File: config.mk
export PLATFORM = sky130hd
export DESIGN_NAME = bpred_table_wr_ctrl
export DESIGN_NICKNAME = d
export VERILOG_FILES = /design/src/rtl/bpred_table_wr_ctrl.sv
export SDC_FILE = /design/constraint.sdc
export NUM_CORES = 1
export LEC_CHECK = 0
export CORE_MARGIN = 5
export CORE_UTILIZATION = 45
export CTS_CLUSTER_SIZE = 40
export DETAILED_ROUTE_END_ITERATION = 8
export PLACE_DENSITY = 0.75
export REMOVE_ABC_BUFFERS = 1
export SKIP_CTS_REPAIR_TIMING = 1
export SLEW_MARGIN = 20
export SYNTH_ARGS = -nofsm -noshare
export SYNTH_HDL_FRONTEND = slang
export SYNTH_SLANG_ARGS = --single-unit
File: constraint.sdc
create_clock -name clk -period 7.92 [get_ports clk]
set_input_delay 1.584 -clock clk [delete_from_list [all_inputs] [get_ports clk]]
set_output_delay 1.584 -clock clk [all_outputs]
set_load 0.01 [all_outputs]
File: src/rtl/bpred_table_wr_ctrl.sv
`default_nettype none
// ============================================================================
// Module   : bpred_table_wr_ctrl
// Purpose  : Write-port controller for the bimodal predictor table. Clears the
//            table after reset or on request. Buffers execute-stage updates in
//            a small coalescing FIFO. Arbitrates the single write port among
//            clear, config writer and FIFO.
// Revision : 1.0 - initial release
// ============================================================================
module bpred_table_wr_ctrl #(
  parameter int                TABLE_DEPTH = 256,
  parameter int                WORD_W      = 36,
  parameter int                FIFO_DEPTH  = 4,
  parameter logic [WORD_W-1:0] INIT_VALUE  = '0,
  localparam int               IDX_W       = $clog2(TABLE_DEPTH)
) (
  input  logic              clk,
  input  logic              reset,
  input  logic              soin_bpredictor_stall,
  input  logic              execute_bpredictor_update,
  input  logic [IDX_W-1:0]  up_index,
  input  logic [WORD_W-1:0] up_word,
  input  logic              clear_req,
  input  logic              cfg_wr_req,
  input  logic [IDX_W-1:0]  cfg_wr_addr,
  input  logic [WORD_W-1:0] cfg_wr_data,
  output logic              cfg_wr_ack,
  output logic              mem_wren,
  output logic [IDX_W-1:0]  mem_wraddress,
  output logic [WORD_W-1:0] mem_data_w,
  output logic [3:0]        mem_byteena,
  output logic              clear_busy,
  output logic              upd_ready,
  output logic [15:0]       drop_count,
  output logic [15:0]       merge_count
);

  localparam int PTR_W = $clog2(FIFO_DEPTH);
  localparam int CNT_W = PTR_W + 1;

  typedef enum logic [0:0] {ST_CLEAR = 1'b0, ST_RUN = 1'b1} state_t;

  state_t              state, state_n;
  logic [IDX_W-1:0]    clear_idx;
  logic [IDX_W-1:0]    fifo_idx  [FIFO_DEPTH];
  logic [WORD_W-1:0]   fifo_word [FIFO_DEPTH];
  logic [PTR_W-1:0]    rd_ptr, wr_ptr, tail_ptr;
  logic [CNT_W-1:0]    count;
  logic [IDX_W-1:0]    last_addr;
  logic [WORD_W-1:0]   last_data;

  logic full, empty, clearing, in_run, arb_ok;
  logic upd_valid, accept, drop, merge, push;
  logic fifo_win, cfg_win;

  assign full      = (count == CNT_W'(FIFO_DEPTH));
  assign empty     = (count == '0);
  assign tail_ptr  = wr_ptr - PTR_W'(1);
  assign clearing  = (state == ST_CLEAR) & ~reset;
  assign in_run    = (state == ST_RUN) & ~reset;
  // A clear request suppresses the port for its cycle so queued writes are discarded.
  assign arb_ok    = in_run & ~clear_req;
  assign upd_valid = execute_bpredictor_update & ~soin_bpredictor_stall & ~reset;
  assign accept    = upd_valid & in_run & ~full;
  assign drop      = upd_valid & ((state == ST_CLEAR) | full);
  assign fifo_win  = arb_ok & (full | (~cfg_wr_req & ~empty));
  assign cfg_win   = arb_ok & ~full & cfg_wr_req;
  // Coalesce into the tail unless the tail is the head being popped now.
  assign merge     = accept & ~empty & (fifo_idx[tail_ptr] == up_index)
                   & ~(fifo_win & (count == CNT_W'(1)));
  assign push      = accept & ~merge;

  assign clear_busy  = (state == ST_CLEAR);
  assign upd_ready   = in_run & ~full;
  assign cfg_wr_ack  = cfg_win;
  assign mem_byteena = 4'hF;

  // Next-state selection for the clear/run sequencer.
  always_comb begin
    state_n = state;
    if (state == ST_CLEAR) begin
      if (clear_idx == IDX_W'(TABLE_DEPTH - 1)) state_n = ST_RUN;
    end else if (clear_req) begin
      state_n = ST_CLEAR;
    end
  end

  // Write-port mux: clear, FIFO head, config, or hold the last values.
  always_comb begin
    mem_wren      = clearing | fifo_win | cfg_win;
    mem_wraddress = last_addr;
    mem_data_w    = last_data;
    if (clearing) begin
      mem_wraddress = clear_idx;
      mem_data_w    = INIT_VALUE;
    end else if (fifo_win) begin
      mem_wraddress = fifo_idx[rd_ptr];
      mem_data_w    = fifo_word[rd_ptr];
    end else if (cfg_win) begin
      mem_wraddress = cfg_wr_addr;
      mem_data_w    = cfg_wr_data;
    end
  end

  // Sequencer state, clear index and last-driven port values.
  always_ff @(posedge clk) begin
    if (reset) begin
      state     <= ST_CLEAR;
      clear_idx <= '0;
      last_addr <= '0;
      last_data <= '0;
    end else begin
      state <= state_n;
      if (state == ST_CLEAR) clear_idx <= clear_idx + IDX_W'(1);
      else                   clear_idx <= '0;
      if (mem_wren) begin
        last_addr <= mem_wraddress;
        last_data <= mem_data_w;
      end
    end
  end

  // Update FIFO pointers and occupancy; a clear request flushes it.
  always_ff @(posedge clk) begin
    if (reset || (in_run && clear_req)) begin
      rd_ptr <= '0;
      wr_ptr <= '0;
      count  <= '0;
    end else begin
      if (fifo_win) rd_ptr <= rd_ptr + PTR_W'(1);
      if (push)     wr_ptr <= wr_ptr + PTR_W'(1);
      count <= count + CNT_W'(push) - CNT_W'(fifo_win);
    end
  end

  // FIFO storage: push writes a new slot, merge overwrites the tail word.
  always_ff @(posedge clk) begin
    if (push) begin
      fifo_idx[wr_ptr]  <= up_index;
      fifo_word[wr_ptr] <= up_word;
    end else if (merge) begin
      fifo_word[tail_ptr] <= up_word;
    end
  end

  // Saturating drop and merge statistics.
  always_ff @(posedge clk) begin
    if (reset) begin
      drop_count  <= '0;
      merge_count <= '0;
    end else begin
      if (drop && drop_count != 16'hFFFF)    drop_count  <= drop_count + 16'd1;
      if (merge && merge_count != 16'hFFFF)  merge_count <= merge_count + 16'd1;
    end
  end

endmodule
`default_nettype wire

==> results of run 1 <==
-- synthesized netlist by cell type, types with 4 or more instances --
| library cell | instances |
|---|---|
| buf_4 | 4 |
| buf_2 | 11 |
| dfxtp_1 | 94 |
| a211oi_1 | 37 |
| o22ai_1 | 8 |
| nand4_1 | 7 |
| and2_1 | 9 |
| o21ai_0 | 18 |
| ha_1 | 9 |
| nor3_1 | 4 |
| edfxtp_1 | 176 |
| xnor2_1 | 16 |
| and3_1 | 11 |
| o41ai_1 | 6 |
| mux4_2 | 47 |
| o311ai_1 | 4 |
| a22o_1 | 43 |
| mux2i_1 | 49 |
| nor2b_1 | 6 |
| or4_1 | 7 |
| o31ai_1 | 8 |
| clkbuf_1 | 38 |
| xor2_1 | 19 |
| nand3_1 | 17 |
| inv_1 | 13 |
| nor2_1 | 75 |
| or2_2 | 7 |
| a21oi_1 | 12 |
| nand2_1 | 42 |
-- cell type report --
type / count / area, um2 / area share [%]
well taps: 330 / 413 / 2.84
repair buffers: 185 / 1830 / 12.6
clock buffers: 36 / 761 / 5.24
multi-input cells: 490 / 4130 / 28.4
clock inverters: 14 / 173 / 1.19
inverters: 13 / 48.8 / 0.336
flip-flops and latches: 270 / 7170 / 49.4
-- stage by stage --
| stage | instance area (um2) | worst slack (ns) | power, uW | util (%) | hold WS (ns) |
|---|---|---|---|---|---|
| after detailed placement | 13600 | 1.42 | 1620 | 54.0 | 0.448 |
| final | 14500 | 1.39 | 2920 | 57.7 | 0.459 |
| after floorplan | 11300 | 2.07 | 1550 | - | 0.426 |
| after CTS | 14500 | 1.33 | 2950 | 57.7 | 0.462 |
| after global placement | 13600 | 1.49 | 1620 | 53.9 | 0.443 |
| after global routing | 14500 | 1.14 | 3020 | 57.7 | 0.484 |
-- worst paths after layout --
kind,end,slack [ns],cells after the start
worst max-delay path,mem_data_w[30],1.39,8
worst min-delay path,clear_idx[0],0.46,1
worst max register to register,count[2],3.25,16
worst min register to register,clear_idx[0],0.46,1
-- cells by family (layout without fill, tap and decap cells) --
family / after synthesis / in the layout
buf+inv: 70 / 248
fa+ha+maj: 10 / 10
xor+xnor: 35 / 35
flops: 270 / 270
mux: 100 / 100
simple gates: 196 / 196
other cells: 1 / 4
compound gates: 145 / 145
-- power by group through the flow --
stage          Clock (uW)  Combinational [uW]  Sequential (uW)
4_1_cts              1350                93.6             1500
3_3_place_gp            0                91.2             1530
3_5_place_dp            0                93.4             1530
2_1_floorplan           0                20.4             1530
5_1_grt              1420                 100             1500
6_report             1320                93.4             1500
-- state kept, by name (all words and copies together) (netlist names), named ones only --
name / count
fifo_word: 144
drop_count: 16
merge_count: 16
rd_ptr: 2
state: 1
wr_ptr: 2
fifo_idx: 32
last_data: 36
clear_idx: 8
last_addr: 8
count: 3
-- per-layer routing --
layer  GRT usage, %  part of all wire (%)  routed length (um)
met5              0                 0.042                  11
met4           3.96                   1.9                 500
met3           3.60                   6.2                1630
met2           29.6                    48               12600
met1           24.0                    44               11500
-- worst reg2reg max path, stage by stage (launching register included) --
cell	delay, ns
dfxtp_1	0.30
buf_4	0.29
inv_1	0.17
ha_1	0.61
mux4_2	0.39
xnor2_1	0.17
o2111ai_1	0.17
or4_2	0.91
nor2b_1	0.34
inv_1	0.10
ha_1	0.13
inv_1	0.04
ha_1	0.18
fa_1	0.39
xnor2_1	0.18
xnor2_1	0.14
nor2_1	0.05
==> summary.md, run 1 <==
| Metric | Value |
|---|---|
| Starting Density | `45.8%` |
| Clock Skews | `0.00978 ns` |
| H-tree lvl count | `1` |
| Clk buf depth | `3` |
| Synth cell types | `48` |
| Final hold viol count | `0` |
| Commonest non-fill, non-tap cell in the layout | `edfxtp_1` |
| Number of port buffers | `around 170` |
| Clock power share | `45.3%` |
| Max FO, Critical Path | `43` |
| Syn avg cell area | `14.0 um2` |
| Dominant synthesized flop cell | `edfxtp_1` |
| DR iter-0 viols | `586` |
| CP cell instances | `clkdlybuf4s50_1 > o21ai_0 > o31ai_1 > or2_2 > buf_4 > nor2_1 > a211oi_1 > clkdlybuf4s50_1` |
| Critical path class | `in -> out` |
| Drt via density | `about 5.6` |
| Pwr dens | `between 200 and 250 mW/mm2` |
| Vias in the first global route | `about 7500` |
| Synth Area in XOR/XNOR | `around 2.7%` |
| Critical path startpoint category | `input port` |
| Total GRT Usage | `roughly 18%` |
| Post-Synth Simple-Gate Area | `8.05%` |
| Unrepaired setup endpoints after global routing | `false` |
| Clock tree from TritonCTS | `yes` |
| Post-synthesis sequential area ratio | `a little over 60%` |
| Clock sinks | `270` |
| Initial antenna violation count | `1` |
| Pins Over Slew Limit | `0` |
| Sw frac | `roughly a fifth` |
| Worst path required time | `6.34 ns` |
| Nets | `roughly 1100` |
| Top cell type's share of synthesized area | `between 40 and 50%` |
| First-pass DRT Iterations | `5` |
| Post-synthesis adder-cell area fraction | `between 1 and 1.5%` |
| Most frequent cells in the layout | `edfxtp_1, clkdlybuf4s50_1, dfxtp_1, nor2_1, mux2i_1` |
| Post-synth EDFFs | `~180` |
| Placed Cells | `roughly 1300` |
| Worst hold start | `clear_idx[0]` |
| Reg-to-Reg Start | `wr_ptr[0]` |
| Crit path DAT | `4.94 ns` |
| Net Switching | `562 uW` |
| First-pass GRT wire length | `just over 40000 um` |
| Leak | `~0.0050 uW` |
| Row count | `between 50 and 60` |
| Worst-case vdd ir drop | `0.000141 V` |
| Synth Cell Area | `about 0.012 mm2` |
| Post-DP HPWL | `about 17000 um` |
| Layout cell share with drive strength beyond 1 | `roughly an eighth` |
| Setup TNS | `0 ns` |
| Slew HR | `between 30% and 40%` |
| ANT nets after route | `0` |
| Hold Path Class | `reg -> reg` |
| Status | `completed` |
| Largest net degree at the start of global routing | `56` |
| CP peak stage delay | `roughly 0.86 ns` |
| Num ports | `178` |
| TritonCTS Buffers | `27` |
| CTS Root Cell | `clkbuf_16` |
| Buffers & Inverters on Critical Path | `3` |
| Drt drc | `0` |
| Count of state elements after synthesis | `270` |
| CP top delay family | `buffers and inverters` |
| CP max-delay cell | `or2_2` |
| Achievable Freq | `roughly 0.15 GHz` |
| Synthesis-to-finish area growth | `26.0%` |
| Inserted Diodes | `0` |
| Chip height | `around 170 um` |
| Period utilization | `roughly 82%` |
| Largest family of logic cells by synthesized area | `multiplexers` |
| Slew of the pin with the lowest slew margin | `~1.0 ns` |
| Die area | `0.0289 mm2` |
| Top post-synthesis cells by area | `edfxtp_1, dfxtp_1, mux4_2` |
| Post-route insts no fill | `approximately 1300` |
| Post-synth top area cell | `edfxtp_1` |
| DR WL/cell | `approximately 20 um` |
| Detailed-route via count | `about 7400` |
| Mapped Cells | `827` |
| FFs w/ async S/R, synth | `0%` |
| Critical path capture point type | `output pin` |
| Clk_lat worst skew | `0.53 ns` |
| Crit path from | `cfg_wr_req` |
| Final setup viols | `0` |
| Drt total wl | `26200 um` |
| Yosys warns | `0` |
| Pint | `2360 uW` |
| Core area | `0.0252 mm2` |
| Grt ovf | `0` |
| Max Cap Violations | `0` |
| Most frequent cell on the critical path | `clkdlybuf4s50_1` |
| Combinational share of power | `between 3 and 4%` |
| Routability cong. | `0.814` |
| Seq pwr share | `approximately half` |
| Worst-path clk slew | `0.06 ns` |
| Fill cell count | `1968` |
| Die Width | `approximately 170 um` |
| Period minus WS final | `about 6.5 ns` |
| Compound-Gate Fraction of Synth Area | `9.33%` |
| Portion of netlist area occupied by mux cells | `between 10% and 20%` |
(Power assumes the default switching activity.)
==> run 2: changes to the inputs <==
clock period = 6.5 ns   (was 7.92 ns; I/O delays follow)
==> run 2 against run 1 <==
  * Clock power grew 20%
  * Die area did not move
  * Cell area shrank 0.15%
  * Global-route usage up 0.64 points
  * Combinational power increased by 23%
  * Non-clock buffer count is the same
  * Critical path depth unchanged
  * Clock skew increased by 0.0016 ns
  * Wire length increased by 3.2%
  * Sequential power rose by 22%
  * Largest power group unchanged
==> summary.md, run 2 (synthesis results as in run 1) <==
| Metric | Value |
|---|---|
| Status | `completed` |
| Final hold viol count | `0` |
| Routability cong. | `around 0.8` |
| Worst-path clk slew | `around 0.06 ns` |
| Commonest non-fill, non-tap cell in the layout | `edfxtp_1` |
| Critical path class | `in -> out` |
| Vias in the first global route | `between 7000 and 8000` |
| Reg2reg setup slack | `roughly 1.5 ns` |
| CTS Root Cell | `clkbuf_16` |
| Reg-to-Reg Start | `wr_ptr[0]` |
| Worst setup margin | `0.783 ns` |
| DR WL/cell | `~20 um` |
| GRT met1 Usage | `around a quarter` |
| Achievable Freq | `~0.17 GHz` |
| Core area | `0.0252 mm2` |
| Post-place setup slack | `0.810 ns` |
| Critical path capture point type | `output pin` |
| Hold Path Class | `reg -> reg` |
| DR iter-0 viols | `approximately 600` |
| Worst path required time | `~5.2 ns` |
| Largest reg by FF count | `fifo_word` |
| Reg2Reg Depth | `16` |
| Slew HR | `between 20 and 30%` |
| First-pass DRT Iterations | `5` |
| Number of port buffers | `173` |
| Post-DP HPWL | `17200 um` |
| Die area | `slightly below 0.03 mm2` |
| Worst r2r dst | `count[2]` |
| Hold Crit Depth | `1` |
| Worst-case vdd ir drop | `0.000172 V` |
| TritonCTS Buffers | `28` |
| ANT nets after route | `0` |
| Crit path DAT | `about 4.4 ns` |
| Drt via density | `around 5.7` |
| Total GRT Usage | `18.3%` |
| Placed Cells | `1288` |
| Max Cap Violations | `0` |
| Setup TNS | `0 ns` |
| Clk buf depth | `3` |
| Chip height | `between 150 and 200 um` |
| Leak | `just under 0.005 uW` |
| Clk_lat worst skew | `0.54 ns` |
| Drt total wl | `between 20000 and 30000 um` |
| Storage cell area | `approximately 0.0072 mm2` |
| Grt ovf | `0` |
| Worst hold start | `clear_idx[0]` |
| Top Registers | `fifo_word x144, last_data x36, fifo_idx x32` |
| Nets | `around 1100` |
| Layout cell share with drive strength beyond 1 | `between 10% and 20%` |
| Unrepaired setup endpoints after global routing | `false` |
| Die Width | `between 150 and 200 um` |
| Starting Density | `between 40% and 50%` |
| Detailed-route via count | `between 7000 and 8000` |
| Pins Over Slew Limit | `0` |
| Clock sinks | `270` |
| Clock Skews | `around 0.011 ns` |
| First-pass GRT wire length | `42500 um` |
| Max reg flops | `between 100 and 150` |
| Synthesis-to-finish area growth | `25.8%` |
| Period minus WS final | `around 5.7 ns` |
| Row count | `slightly below 60` |
| Inserted Diodes | `0` |
| Met3 Use GR | `3.74%` |
| Critical path startpoint category | `input port` |
| Worst Hold End | `clear_idx[0]` |
| Drt drc | `0` |
| Period utilization | `about 88%` |
| Final setup viols | `0` |
| Clock tree from TritonCTS | `yes` |
| Num ports | `about 180` |
| Pwr dens | `~240 mW/mm2` |
| Multi-input combinational cell area | `0.00413 mm2` |
| Global routing's busiest layer | `met2` |
| Largest net degree at the start of global routing | `74` |
| Most frequent cells in the layout | `edfxtp_1, clkdlybuf4s50_1, dfxtp_1, nor2_1, mux2i_1` |
| Fill cell count | `between 2000 and 2500` |
| Max FO, Critical Path | `37` |
| Initial antenna violation count | `2` |
| Grt met2 use | `a little under a third` |
| Post-route insts no fill | `1339` |
| H-tree lvl count | `1` |
| Slew of the pin with the lowest slew margin | `~1.1 ns` |
-- run 2: worst max-delay path by stage --
| stage | start | end | slack [ns] | cells after the start |
|---|---|---|---|---|
| 4_1_cts | reset | mem_data_w[13] | 0.79 | 8 |
| 5_1_grt | reset | mem_data_w[13] | 0.66 | 8 |
| 6_report | reset | mem_data_w[13] | 0.78 | 8 |
| 3_3_place_gp | reset | mem_wraddress[5] | 0.98 | 6 |
| 2_1_floorplan | wr_ptr[0] | fifo_word[1][0] | 0.82 | 8 |
| 3_5_place_dp | reset | mem_data_w[13] | 0.81 | 8 |
-- run 2: final cells by class --
type,instances,share of cell area (%)
Clock buffer,38,5.16
Clock inverter,13,1.10
Inverter,13,0.336
Multi-Input combinational cell,490,28.5
Sequential cell,270,49.4
Tap cell,330,2.85
Timing Repair Buffer,185,12.6
-- run 2: per-stage QoR --
step / util (%) / area [um2] / total power, uW / hold slack [ns]
after global placement: 54.0 / 13600 / 1980 / 0.445
final: 57.6 / 14500 / 3520 / 0.459
after floorplan: - / 11300 / 1890 / 0.426
after global routing: 57.6 / 14500 / 3640 / 0.485
after CTS: 57.6 / 14500 / 3550 / 0.460
after detailed placement: 54.0 / 13600 / 1980 / 0.445
-- run 2: worst max-delay path: stages --
cell and delay, ns:
clkdlybuf4s50_1 0.51, nand2b_1 0.28, nor2_1 0.52, nand3_2 0.13
buf_4 0.37, mux2i_1 0.22, a211oi_1 0.44, clkdlybuf4s50_1 0.63
-- run 2: power by group --
group | internal [uW] | total, uW | leakage [uW] | switching, uW
clock network | 929 | 1580 | 0.000436 | 650
logic | 63.9 | 115 | 0.00216 | 50.7
registers | 1830 | 1830 | 0.00234 | 2.44
total | 2820 | 3520 | 0.00494 | 703
-- run 2: layer usage --
layer | up-vias | share of wire (%)
li1 | 3525 | -
met1 | 3769 | 43
met2 | 261 | 48
met3 | 49 | 6.9
met4 | 4 | 2.3
met5 | - | 0.096
